<file path="src/rtl/pwm_audio_pkg.sv">
// ---------------------------------------------------------------------------
// pwm_audio_pkg
// Shared defaults and helpers for the PWM audio output stage.
//   DEF_DATA_W      default sample width (one PWM period = 2**DATA_W cycles)
//   DEF_OVERSAMPLE  default number of PWM periods each sample is held
//   DEF_FIFO_DEPTH  default sample buffer depth (power of two, >= 2)
//   sample_t        sample type at the default width
//   PWM_MAX         largest duty value at the default width
//   rep_width()     width of the period-repeat counter for a given OVERSAMPLE
// ---------------------------------------------------------------------------
package pwm_audio_pkg;

    localparam int DEF_DATA_W     = 8;
    localparam int DEF_OVERSAMPLE = 1;
    localparam int DEF_FIFO_DEPTH = 4;

    typedef logic [DEF_DATA_W-1:0] sample_t;

    localparam int PWM_MAX = 2**DEF_DATA_W - 1;

    // A one-period hold still needs a 1-bit counter so the vector is legal.
    function automatic int rep_width(input int os);
        return (os > 1) ? $clog2(os) : 1;
    endfunction

endpackage

</file>
<file path="src/rtl/pwm_audio_if.sv">
// ---------------------------------------------------------------------------
// pwm_audio_if
// Valid/ready sample stream into the PWM audio stage.
//   s_data   unsigned PCM sample
//   s_valid  s_data valid (driven by the producer)
//   s_ready  consumer can accept; a transfer happens when both are high
// Modports: master = sample producer, slave = pwm_audio_out.
// ---------------------------------------------------------------------------
interface pwm_audio_if import pwm_audio_pkg::*; #(
    parameter int DATA_W = DEF_DATA_W
);

    logic [DATA_W-1:0] s_data;
    logic              s_valid;
    logic              s_ready;

    modport master (output s_data, output s_valid, input s_ready);
    modport slave  (input s_data, input s_valid, output s_ready);

endinterface

</file>
<file path="src/rtl/pwm_audio_out_sample_fifo.sv">
// ---------------------------------------------------------------------------
// sample_fifo
// Small synchronous FIFO buffering PCM samples ahead of the PWM modulator.
//   sysclk, reset  clock and synchronous active-high reset (pointers only)
//   push, wr_data  write strobe and data; caller guarantees !full
//   pop            read strobe; caller guarantees !empty
//   rd_data        head of the queue (valid while !empty)
//   full, empty    occupancy flags
//   level          current occupancy, 0..FIFO_DEPTH
// ---------------------------------------------------------------------------
module sample_fifo import pwm_audio_pkg::*; #(
    parameter int DATA_W     = DEF_DATA_W,
    parameter int FIFO_DEPTH = DEF_FIFO_DEPTH
) (
    input  logic                          sysclk,
    input  logic                          reset,
    input  logic                          push,
    input  logic                          pop,
    input  logic [DATA_W-1:0]             wr_data,
    output logic [DATA_W-1:0]             rd_data,
    output logic                          full,
    output logic                          empty,
    output logic [$clog2(FIFO_DEPTH):0]   level
);

    localparam int AW = $clog2(FIFO_DEPTH);

    logic [DATA_W-1:0] mem [FIFO_DEPTH];
    // Extra top bit lets full and empty be told apart when the indices match.
    logic [AW:0]       wr_ptr;
    logic [AW:0]       rd_ptr;

    always_ff @(posedge sysclk) begin
        if (reset) begin
            wr_ptr <= '0;
            rd_ptr <= '0;
        end else begin
            if (push) wr_ptr <= wr_ptr + (AW+1)'(1);
            if (pop)  rd_ptr <= rd_ptr + (AW+1)'(1);
        end
    end

    // Storage carries no reset; stale entries are unreachable once pointers clear.
    always_ff @(posedge sysclk) begin
        if (push) mem[wr_ptr[AW-1:0]] <= wr_data;
    end

    assign rd_data = mem[rd_ptr[AW-1:0]];
    assign level   = wr_ptr - rd_ptr;
    assign full    = (level == (AW+1)'(FIFO_DEPTH));
    assign empty   = (level == '0);

endmodule

</file>
<file path="src/rtl/pwm_audio_out.sv">
// ---------------------------------------------------------------------------
// pwm_audio_out
// Final audio output stage: buffers unsigned PCM samples and turns each one
// into a single-bit PWM stream, holding every sample for OVERSAMPLE periods
// of 2**DATA_W sysclk cycles. The producer is back-pressured to that rate.
//   sysclk      system clock
//   reset       synchronous active-high reset
//   enable      1 = modulate; 0 = output low, counters held at 0
//   s           sample stream (pwm_audio_if.slave: s_data, s_valid, s_ready)
//   pwm_out     registered PWM audio bit
//   underrun    sticky flag: a sample was due while the buffer was empty
//   fifo_level  current buffer occupancy
// ---------------------------------------------------------------------------
module pwm_audio_out import pwm_audio_pkg::*; #(
    parameter int DATA_W     = DEF_DATA_W,
    parameter int OVERSAMPLE = DEF_OVERSAMPLE,
    parameter int FIFO_DEPTH = DEF_FIFO_DEPTH
) (
    input  logic                        sysclk,
    input  logic                        reset,
    input  logic                        enable,
    pwm_audio_if.slave                  s,
    output logic                        pwm_out,
    output logic                        underrun,
    output logic [$clog2(FIFO_DEPTH):0] fifo_level
);

    localparam int               REP_W    = rep_width(OVERSAMPLE);
    localparam logic [REP_W-1:0] REP_LAST = REP_W'(OVERSAMPLE - 1);

    logic [DATA_W-1:0] cnt_p0;
    logic [REP_W-1:0]  rep_p0;
    logic [DATA_W-1:0] duty_p0;
    logic [DATA_W-1:0] head;
    logic              pwm_p1;
    logic              full;
    logic              empty;
    logic              push;
    logic              pop;
    logic              boundary;

    assign s.s_ready = !full && !reset;
    assign push      = s.s_valid && s.s_ready;

    // Last cycle of the last repeated period: next sample is due on this edge.
    assign boundary  = enable && (cnt_p0 == '1) && (rep_p0 == REP_LAST);
    assign pop       = boundary && !empty;

    sample_fifo #(
        .DATA_W     (DATA_W),
        .FIFO_DEPTH (FIFO_DEPTH)
    ) u_fifo (
        .sysclk  (sysclk),
        .reset   (reset),
        .push    (push),
        .pop     (pop),
        .wr_data (s.s_data),
        .rd_data (head),
        .full    (full),
        .empty   (empty),
        .level   (fifo_level)
    );

    // ---- stage p0: period counter, repeat counter, duty load ----
    // ---- stage p1: registered comparator output ----
    always_ff @(posedge sysclk) begin
        if (reset) begin
            cnt_p0   <= '0;
            rep_p0   <= '0;
            duty_p0  <= '0;
            pwm_p1   <= 1'b0;
            underrun <= 1'b0;
        end else begin
            pwm_p1 <= enable && (cnt_p0 < duty_p0);

            if (!enable) begin
                cnt_p0 <= '0;
                rep_p0 <= '0;
            end else begin
                cnt_p0 <= cnt_p0 + DATA_W'(1);
                if (cnt_p0 == '1)
                    rep_p0 <= (rep_p0 == REP_LAST) ? '0 : rep_p0 + REP_W'(1);
            end

            // The counter wraps to 0 on this same edge, so the new duty
            // governs the whole of the next period.
            if (pop)
                duty_p0 <= head;
            if (boundary && empty)
                underrun <= 1'b1;
        end
    end

    assign pwm_out = pwm_p1;

endmodule

</file>
<file path="src/flat_wrapper.sv">
// flat-port wrapper written by rule: the top's interface ports become plain ports
module pwm_audio_out_flat import pwm_audio_pkg::*;
#(
    parameter int DATA_W     = DEF_DATA_W,
    parameter int OVERSAMPLE = DEF_OVERSAMPLE,
    parameter int FIFO_DEPTH = DEF_FIFO_DEPTH
)
  (sysclk, reset, enable, pwm_out, underrun, fifo_level, s_s_data, s_s_valid, s_s_ready);
  pwm_audio_if #(.DATA_W(DATA_W)) s_i ();
  input  logic sysclk;
  input  logic reset;
  input  logic enable;
  output logic pwm_out;
  output logic underrun;
  output logic [$clog2(FIFO_DEPTH):0] fifo_level;
  input wire logic [$bits(s_i.s_data)-1:0] s_s_data;
  input wire logic [$bits(s_i.s_valid)-1:0] s_s_valid;
  output wire logic [$bits(s_i.s_ready)-1:0] s_s_ready;
  assign s_i.s_data = s_s_data;
  assign s_i.s_valid = s_s_valid;
  assign s_s_ready = s_i.s_ready;
  pwm_audio_out #(.DATA_W(DATA_W), .OVERSAMPLE(OVERSAMPLE), .FIFO_DEPTH(FIFO_DEPTH)) u_core (.sysclk(sysclk), .reset(reset), .enable(enable), .s(s_i), .pwm_out(pwm_out), .underrun(underrun), .fifo_level(fifo_level));
endmodule
</file>
<file path="config.mk">
export PLATFORM = sky130hd
export DESIGN_NAME = pwm_audio_out_flat
export DESIGN_NICKNAME = d
export VERILOG_FILES = /design/src/rtl/pwm_audio_pkg.sv /design/src/rtl/pwm_audio_if.sv /design/src/rtl/pwm_audio_out_sample_fifo.sv /design/src/rtl/pwm_audio_out.sv /design/src/flat_wrapper.sv
export SDC_FILE = /design/constraint.sdc
export NUM_CORES = 1
export LEC_CHECK = 0
export CAP_MARGIN = 25
export CORE_ASPECT_RATIO = 1.1
export CORE_MARGIN = 5
export CORE_UTILIZATION = 50
export CTS_BUF_LIST = sky130_fd_sc_hd__clkbuf_8
export DETAILED_ROUTE_END_ITERATION = 12
export DONT_BUFFER_PORTS = 1
export PLACE_DENSITY = 0.74
export SLEW_MARGIN = 20
export SYNTH_ARGS = -nofsm -noshare
export SYNTH_HDL_FRONTEND = slang
export SYNTH_SLANG_ARGS = --single-unit
</file>
<file path="constraint.sdc">
create_clock -name sysclk -period 2.5 [get_ports sysclk]
set_input_delay 0.5 -clock sysclk [delete_from_list [all_inputs] [get_ports sysclk]]
set_output_delay 0.5 -clock sysclk [all_outputs]
set_load 0.03 [all_outputs]
</file>
# Yosys cells after proc, flatten, opt, wreduce, memory -nomap -nowiden
# Memories as Yosys holds them, arrays and structs flattened. A register that Yosys moved wholly into a read port is not among the register bits.
# Cells that the tools add are included.
# Widths: inputs -> output; s select.
[word_totals] out_inout_bits=6 elab_cells=32 reg_bits=17 mem_bits_rw=32 input_bits=12 n_memories=1
[classes] addsub=5 n_reduce_logical=12 muxes=3 bitwise=2 eq_ne=2 magnitude_cmp=1
[memory_table] name="u_core.u_fifo.mem" depth=4 word_bits=8 read_ports=1 rd_ports_with_merged_regs=1 wr=1 line="pwm_audio_out_sample_fifo.sv:28" rtl="logic [DATA_W-1:0] mem [FIFO_DEPTH];"
[op_table] operator="$add 8x1->8 const B" n=1
[op_table] operator="$eq 8x8->1 const B" n=1
[op_table] operator="$lt 8x8->1" n=1
[op_table] operator="$logic_and 1x1->1" n=7
[op_table] operator="$add 3x1->3 const B" n=2
[op_table] operator="$eq 3x3->1 const B" n=1
[op_table] operator="$logic_not 1->1" n=3
[op_table] operator="$logic_not 3->1" n=1
[op_table] operator="$mux 1" n=3
[op_table] operator="$sub 3x3->3" n=1
[op_table] operator="$not 1->1" n=2
[op_table] operator="$reduce_or 2->1" n=1
[op_table] operator="$add 1x1->1 const B" n=1

# Logic depth before layout (Yosys ltp)
# Gate-level depths: netlist (run 1).
[depth] ltp_word=7 ltp_mapped=8 ltp_nobuf=7

# Hierarchy
# From an unflattened synthesis (run 1), not the netlist that was laid out.
[unflattened] cells_unflattened=186 area_unflattened_um2=2494.9
[modules_own_cells] mod="sample_fifo" seq_area_each_um2=1121.1 area_per_inst_um2=1597.8 instances=1 cells_per_inst=85
[modules_own_cells] mod="pwm_audio_out" seq_area_each_um2=360.3 area_per_inst_um2=897.1 instances=1 cells_per_inst=101

# Worst setup path before layout (run 1)
# OpenSTA, ideal clock, no wires.
[synth_path] path_kind="flip-flop to output port" start="register u_core.u_fifo.wr_ptr[0]" end="output port s_s_ready" setup_slack_ps=-57 path_stages_with_launch=7 t_arrival_ps=2057 required_time_ps=2000 path_cell_list="dfxtp_1 inv_1 ha_1 fa_1 xnor3_1 inv_1 a31oi_1"
[synth_via] elab_chain_cells=4
[synth_lines] element="from (decl)" line="pwm_audio_out_sample_fifo.sv:30" rtl="logic [AW:0] wr_ptr;"
[synth_lines] element="from (signal assigned)" line="pwm_audio_out_sample_fifo.sv:38" rtl="if (push) wr_ptr <= wr_ptr + (AW+1)'(1);"
[synth_lines] element="$sub 3x3->3" line="pwm_audio_out_sample_fifo.sv:49" rtl="assign level = wr_ptr - rd_ptr;"
[synth_lines] element="named net fifo_level[2]" line="flat_wrapper.sv:15" rtl="output logic [$clog2(FIFO_DEPTH):0] fifo_level;"
[synth_lines] element="$eq 3x3->1" line="pwm_audio_out_sample_fifo.sv:50" rtl="assign full = (level == (AW+1)'(FIFO_DEPTH));"
[synth_lines] element="$logic_not 1->1" line="pwm_audio_out.sv:42" rtl="assign s.s_ready = !full && !reset;"
[synth_lines] element="$logic_and 1x1->1" line="pwm_audio_out.sv:42"
[synth_lines] element="to (decl)" line="flat_wrapper.sv:18" rtl="output wire logic [$bits(s_i.s_ready)-1:0] s_s_ready;"
# The timed path passes the listed nets, and every way through them passes these cells.

# Final worst setup path (run 1)
[layout_path] start="register u_core.u_fifo.wr_ptr[0]" end="output port s_s_ready"
[layout_via] elab_chain_cells=4
[layout_lines] element="$sub 3x3->3" line="pwm_audio_out_sample_fifo.sv:49"
[layout_lines] element="$eq 3x3->1" line="pwm_audio_out_sample_fifo.sv:50"
[layout_lines] element="$logic_not 1->1" line="pwm_audio_out.sv:42"
[layout_lines] element="$logic_and 1x1->1" line="pwm_audio_out.sv:42"
# No other way between the ends.

==> flow_summary.json, run 1 <==
{
  "status": "finished clean",
  "finalHoldViolations": 0,
  "synth_enable_flop_cells": 32,
  "io_pins": 18,
  "grt_pass1_vias": 1487,
  "cts.sinks": 56,
  "path_buf_inv": 3,
  "synth_area_leaders": "edfxtp_1 40%, dfxtp_1 20%, mux4_2 7.4%",
  "path_clk_slew_ps": 110,
  "powerDensity_mw_per_mm2": 608,
  "setup.worst_path.start_class": "register",
  "crit_top_cell": "inv_2",
  "p_leak_nw": 0.911,
  "yosys_warnings": 0,
  "combPwrFrac_pct": 5.0,
  "critical_path_class": "register to primary output",
  "syn_to_final_growth_pct": 8.74,
  "grt_max_degree": 21,
  "slew_violations": 0,
  "syn_inst": 179,
  "ys_seq_area_share_pct": 59.6,
  "postCtsHoldBufs": 0,
  "nNetsFinal": 215,
  "tightestPinTransition_ps": 370,
  "syn-num-nets": 206,
  "crit_family": "adder cells",
  "routed_wl_um": 3940,
  "dieArea_mm2": 0.00633,
  "rsz0062_at_grt": "false",
  "period_share_pct": 96.0,
  "synth_common_cells": "32 x edfxtp_1, 24 x dfxtp_1, 24 x nor2_1",
  "post-synth-top-count-cell": "edfxtp_1",
  "regArea_mm2": 0.00144,
  "irDropWorstVdd_mv": 0.465,
  "coreArea_mm2": 0.00468,
  "async_reset_ff_share_pct": 0,
  "synth.ff_latch_count": 56,
  "synth.top_cell.area_share_pct": 39.7,
  "grt_overflow": 0,
  "worstPathMaxFanout": 4,
  "place_congestion": 0.833,
  "clockPowerShare_pct": 32.3,
  "drc": 0,
  "cts_tree": "built",
  "crit_slowest_cell": "fa_2",
  "worstPathRequired_ps": 2000,
  "slew_headroom_pct": 75.4,
  "p_sw_uw": 366,
  "grt_pass1_wl_um": 6740,
  "postRouteAntennaNets": 0,
  "cpPeakStageDelay_ps": 370,
  "final_core_util_pct": 56.2,
  "arrival_ps": 1900,
  "nFillCells": 376,
  "intPower_mw": 1.23,
  "vias_per_cell": 5.56,
  "setup_tns_ps": 0,
  "h-tree-depth": 2,
  "clockRootBuffer": "clkbuf_8",
  "finClkSkew_ps": 10.4,
  "path_cells": "inv_2, ha_2, fa_2, xnor3_1, inv_2, a31oi_4, buf_6",
  "rows": 26,
  "drv_cap": 0,
  "multi_input_comb_area_um2": 903,
  "swShare_pct": 22.9,
  "firstDrtPassIters": 4,
  "fmax_ghz": 0.417,
  "p_seq_share_pct": 62.7,
  "cp-end-kind": "primary output",
  "port_buffers": 0,
  "clock_path_buffers": 2,
  "avgSynthCellArea_um2": 13.5,
  "ys.flop_type": "edfxtp_1",
  "antenna_found_initial": 0,
  "yosysTopAreaCell": "edfxtp_1",
  "die_y_um": 83.0,
  "grt.total_usage_pct": 13.1,
  "post_drt_wl_per_cell_um": 16.1,
  "setup_viol": 0,
  "synth_cell_types": 32,
  "insertion_delay_ps": 310,
  "drive_gt1_share_pct": 16.4,
  "vias": 1363,
  "synth_area_mm2": 0.00242,
  "start_util_pct": 51.7,
  "fp.dieW_um": 76.3,
  "place_hpwl_um": 3080,
  "min_period_ps": 2400,
  "antenna-diode-count": 0,
  "drt-initial-drc-count": 53,
  "hold_path.class": "input port to register",
  "cts_buffers": 5
}
-- placed cells by master (no fill, tap or decap), types with 3 or more instances in the layout --
master | netlist | final
mux2i_1 | 12 | 12
edfxtp_1 | 32 | 32
clkbuf_8 | 0 | 5
xnor2_1 | 4 | 4
inv_6 | 0 | 3
inv_1 | 15 | 13
dfxtp_1 | 24 | 23
buf_4 | 0 | 7
nor2_1 | 24 | 24
and2_1 | 3 | 3
nand3_1 | 3 | 3
mux4_2 | 8 | 8
o21ai_0 | 4 | 4
a21oi_1 | 4 | 4
or3_1 | 3 | 3
ha_1 | 14 | 13
nand4_1 | 3 | 3
xor2_1 | 3 | 3
-- final timing paths --
kind	slack, ps	start	endpoint	depth (start not counted)
setup / recovery	100	u_core.u_fifo.wr_ptr[0]	s_s_ready	7
setup reg to reg	160	u_core.u_fifo.wr_ptr[0]	u_core.u_fifo.mem[0][6]	8
hold reg to reg	480	u_core.cnt_p0[0]	u_core.cnt_p0[0]	1
hold / removal	250	reset	u_core.duty_p0[7]	1
-- per-stage QoR --
step	hold slack [ps]	instance area, um^2	total power, mW	cells	setup slack, ps
after global placement	439	2510	1.09	236	208
final	245	2630	1.60	245	100
after CTS	233	2620	1.61	245	15.8
after detailed placement	462	2510	1.10	236	63.7
after global routing	225	2630	1.66	245	5.88
after floorplan	425	2430	1.08	179	12.7
-- sequential cells by signal, summed over array words and instances (netlist names) --
name                  count
u_core.cnt_p0             8
u_core.duty_p0            8
u_core.pwm_out            1
u_core.u_fifo.mem        32
u_core.u_fifo.rd_ptr      3
u_core.u_fifo.wr_ptr      3
u_core.underrun           1
-- power by group through the flow --
stage | sequential (mW) | combinational, mW | clock (mW)
2_1_floorplan | 1.02 | 0.0628 | 0
3_3_place_gp | 1.02 | 0.0718 | 0
4_1_cts | 1.00 | 0.0780 | 0.530
5_1_grt | 1.00 | 0.0874 | 0.564
3_5_place_dp | 1.02 | 0.0757 | 0
6_report | 1.00 | 0.0794 | 0.517
-- metal layers --
| metal | share of wire (%) | vias up | global-route usage (%) |
|---|---|---|---|
| met5 | 0 | - | 0 |
| met4 | 1.9 | 0 | 5.25 |
| met3 | 4.4 | 8 | 3.90 |
| met2 | 50 | 23 | 21.7 |
| met1 | 44 | 675 | 16.0 |
| li1 | - | 657 | - |
-- final cells by class --
class	count	share of cell area [%]
Sequential cell	56	54.8
Multi-Input combinational cell	102	34.3
Tap cell	56	2.66
Clock buffer	5	2.62
Timing Repair Buffer	8	2.43
Inverter	15	2.14
Clock inverter	3	0.999
-- timing repair --
item                       CTS  global route
setup endpoints to repair    2             1
resized for setup            4             3
setup buffers                1             0
pin swaps                    0             2
-- cell families (layout without fill, tap and decap cells) --
kind of cell / count (synthesis) / in the layout / synth area share [%]
flops: 56 / 56 / 59.6
fa+ha+maj: 15 / 15 / 8.07
xor+xnor: 8 / 8 / 3.46
mux: 20 / 20 / 12.4
buf+inv: 21 / 31 / 3.93
simple gates: 45 / 45 / 8.79
compound gates: 14 / 14 / 3.77
(Power assumes the default switching activity.)
==> run 2: changes to the inputs <==
--- a/config.mk
+++ b/config.mk
@@ -12,7 +12,7 @@
 export CTS_BUF_LIST = sky130_fd_sc_hd__clkbuf_8
 export DETAILED_ROUTE_END_ITERATION = 12
 export DONT_BUFFER_PORTS = 1
-export PLACE_DENSITY = 0.74
+export PLACE_DENSITY = 0.77
 export SLEW_MARGIN = 20
 export SYNTH_ARGS = -nofsm -noshare
 export SYNTH_HDL_FRONTEND = slang
==> flow_summary.json, run 2 (synthesis results as in run 1) <==
{
  "powerDensity_mw_per_mm2": 605,
  "antenna-diode-count": 0,
  "multi_input_comb_area_um2": 895,
  "cp-endpoint": "s_s_ready",
  "rows": 26,
  "place_hpwl_um": 2970,
  "drc": 0,
  "slew_headroom_pct": 75.6,
  "fin_ws_ps": 110,
  "rsz0062_at_grt": "false",
  "start_util_pct": 51.7,
  "tightestPinTransition_ps": 367,
  "postCtsHoldBufs": 0,
  "r2r_slack_ps": 210,
  "final_common_cell": "edfxtp_1",
  "fp.dieW_um": 76.3,
  "nNetsFinal": 216,
  "insertion_delay_ps": 310,
  "slew_violations": 0,
  "period_share_pct": 95.6,
  "arrival_ps": 1890,
  "grt_max_degree": 21,
  "regArea_mm2": 0.00144,
  "worstPathMaxFanout": 4,
  "whs_ps": 243,
  "grt_pass1_vias": 1368,
  "min_period_ps": 2390,
  "firstDrtPassIters": 4,
  "syn_to_final_growth_pct": 8.69,
  "post_drt_wl_per_cell_um": 15.4,
  "antenna_found_initial": 0,
  "grt.total_usage_pct": 12.8,
  "nFillCells": 382,
  "drive_gt1_share_pct": 16.3,
  "crit_slowest_cell": "fa_2",
  "crit_start": "u_core.u_fifo.wr_ptr[0]",
  "r2r_cells": 8,
  "status": "finished clean",
  "path_clk_slew_ps": 100,
  "pre_cts_slack_ps": 107,
  "cpPeakStageDelay_ps": 370,
  "drv_cap": 0,
  "setup.worst_path.start_class": "register",
  "p_leak_nw": 0.917,
  "postRouteAntennaNets": 0,
  "fmax_ghz": 0.418,
  "setup_viol": 0,
  "h-tree-depth": 2,
  "grt_pass1_wl_um": 6390,
  "cp-end-kind": "primary output",
  "irDropWorstVdd_mv": 0.399,
  "cts.sinks": 56,
  "clockRootBuffer": "clkbuf_8",
  "clock_path_buffers": 2,
  "hold_path.class": "input port to register",
  "placed_cells": 236,
  "routed_wl_um": 3800,
  "cts_tree": "built",
  "port_buffers": 0,
  "worstReg2RegStart": "u_core.u_fifo.wr_ptr[0]",
  "largest_register_ffs": 32,
  "dieArea_mm2": 0.00633,
  "coreArea_mm2": 0.00468,
  "final_cell_mix": "32 x edfxtp_1, 24 x nor2_1, 23 x dfxtp_1",
  "finalHoldViolations": 0,
  "place_congestion": 0.800,
  "finClkSkew_ps": 8.53,
  "io_pins": 18,
  "worstPathRequired_ps": 2000,
  "setup_tns_ps": 0,
  "drt-initial-drc-count": 89,
  "path_cells": "inv_2, ha_2, fa_2, xnor3_1, inv_1, a31oi_2, buf_6",
  "die_y_um": 83.0,
  "cts_buffers": 5,
  "r2r-end": "u_core.u_fifo.mem[0][0]",
  "vias": 1310,
  "final_cells": 246,
  "vias_per_cell": 5.33,
  "grt_overflow": 0,
  "critical_path_class": "register to primary output"
}
## run 2: cell count changes in the layout (fill, tap and decap cells not counted)
cell,change
buf_4,+1
inv_2,-1
inv_1,+1
a31oi_2,+1
a31oi_4,-1
## run 2: timing repair
| item | 4_1_cts | 5_1_grt |
|---|---|---|
| setup buffers | 1 | 1 |
| setup endpoints to repair | 2 | 1 |
| pin swaps | 0 | 2 |
| gates resized for setup | 4 | 1 |
## run 2: through the flow
step	area, um^2	util, %	power (mW)
after detailed placement	2510	53.6	1.10
after floorplan	2430	-	1.08
after CTS	2620	55.9	1.61
after global routing	2630	56.1	1.66
final	2630	56.1	1.59
after global placement	2510	53.6	1.09
## run 2: worst min-delay path by stage
stage                      from           endpoint  slack (ps)  depth (start not counted)
2_1_floorplan  u_core.cnt_p0[0]   u_core.cnt_p0[0]         430                          1
3_3_place_gp   u_core.cnt_p0[0]   u_core.cnt_p0[0]         440                          1
3_5_place_dp   u_core.cnt_p0[0]   u_core.cnt_p0[0]         460                          1
4_1_cts                   reset  u_core.duty_p0[6]         230                          1
5_1_grt                   reset  u_core.duty_p0[3]         210                          1
6_report                  reset  u_core.duty_p0[6]         240                          1
## run 2: cell type report
type	instances	area share [%]
clock buffer	5	2.62
clock inverter	3	0.999
tap	56	2.66
multi-input combinational	102	34.0
sequential	56	54.9
timing repair buffer	9	2.71
inverter	15	2.14
## run 2: per-layer routing
layer	share of wire (%)	up-vias	GRT usage (%)
met3	4.7	7	4.98
met1	44	624	14.7
met2	50	22	21.2
li1	-	657	-
met4	1.7	0	5.09
met5	0	-	0
## run 2: report_power, final
part	switching, mW	total (mW)	leakage, nW	internal, mW
sequential	0.00911	1.00	0.485	0.994
combinational	0.0467	0.0789	0.383	0.0322
clock	0.300	0.509	0.0495	0.208
## run 2: worst max-delay path: cells and delay by family, from the launching register on
kind	cells	cell delay, ps
xor gates and xnor gates	1	240
AOI/OAI and AO/OA	1	140
buffers and inverters	3	290
DFF	1	360
adders and majority gates	2	560
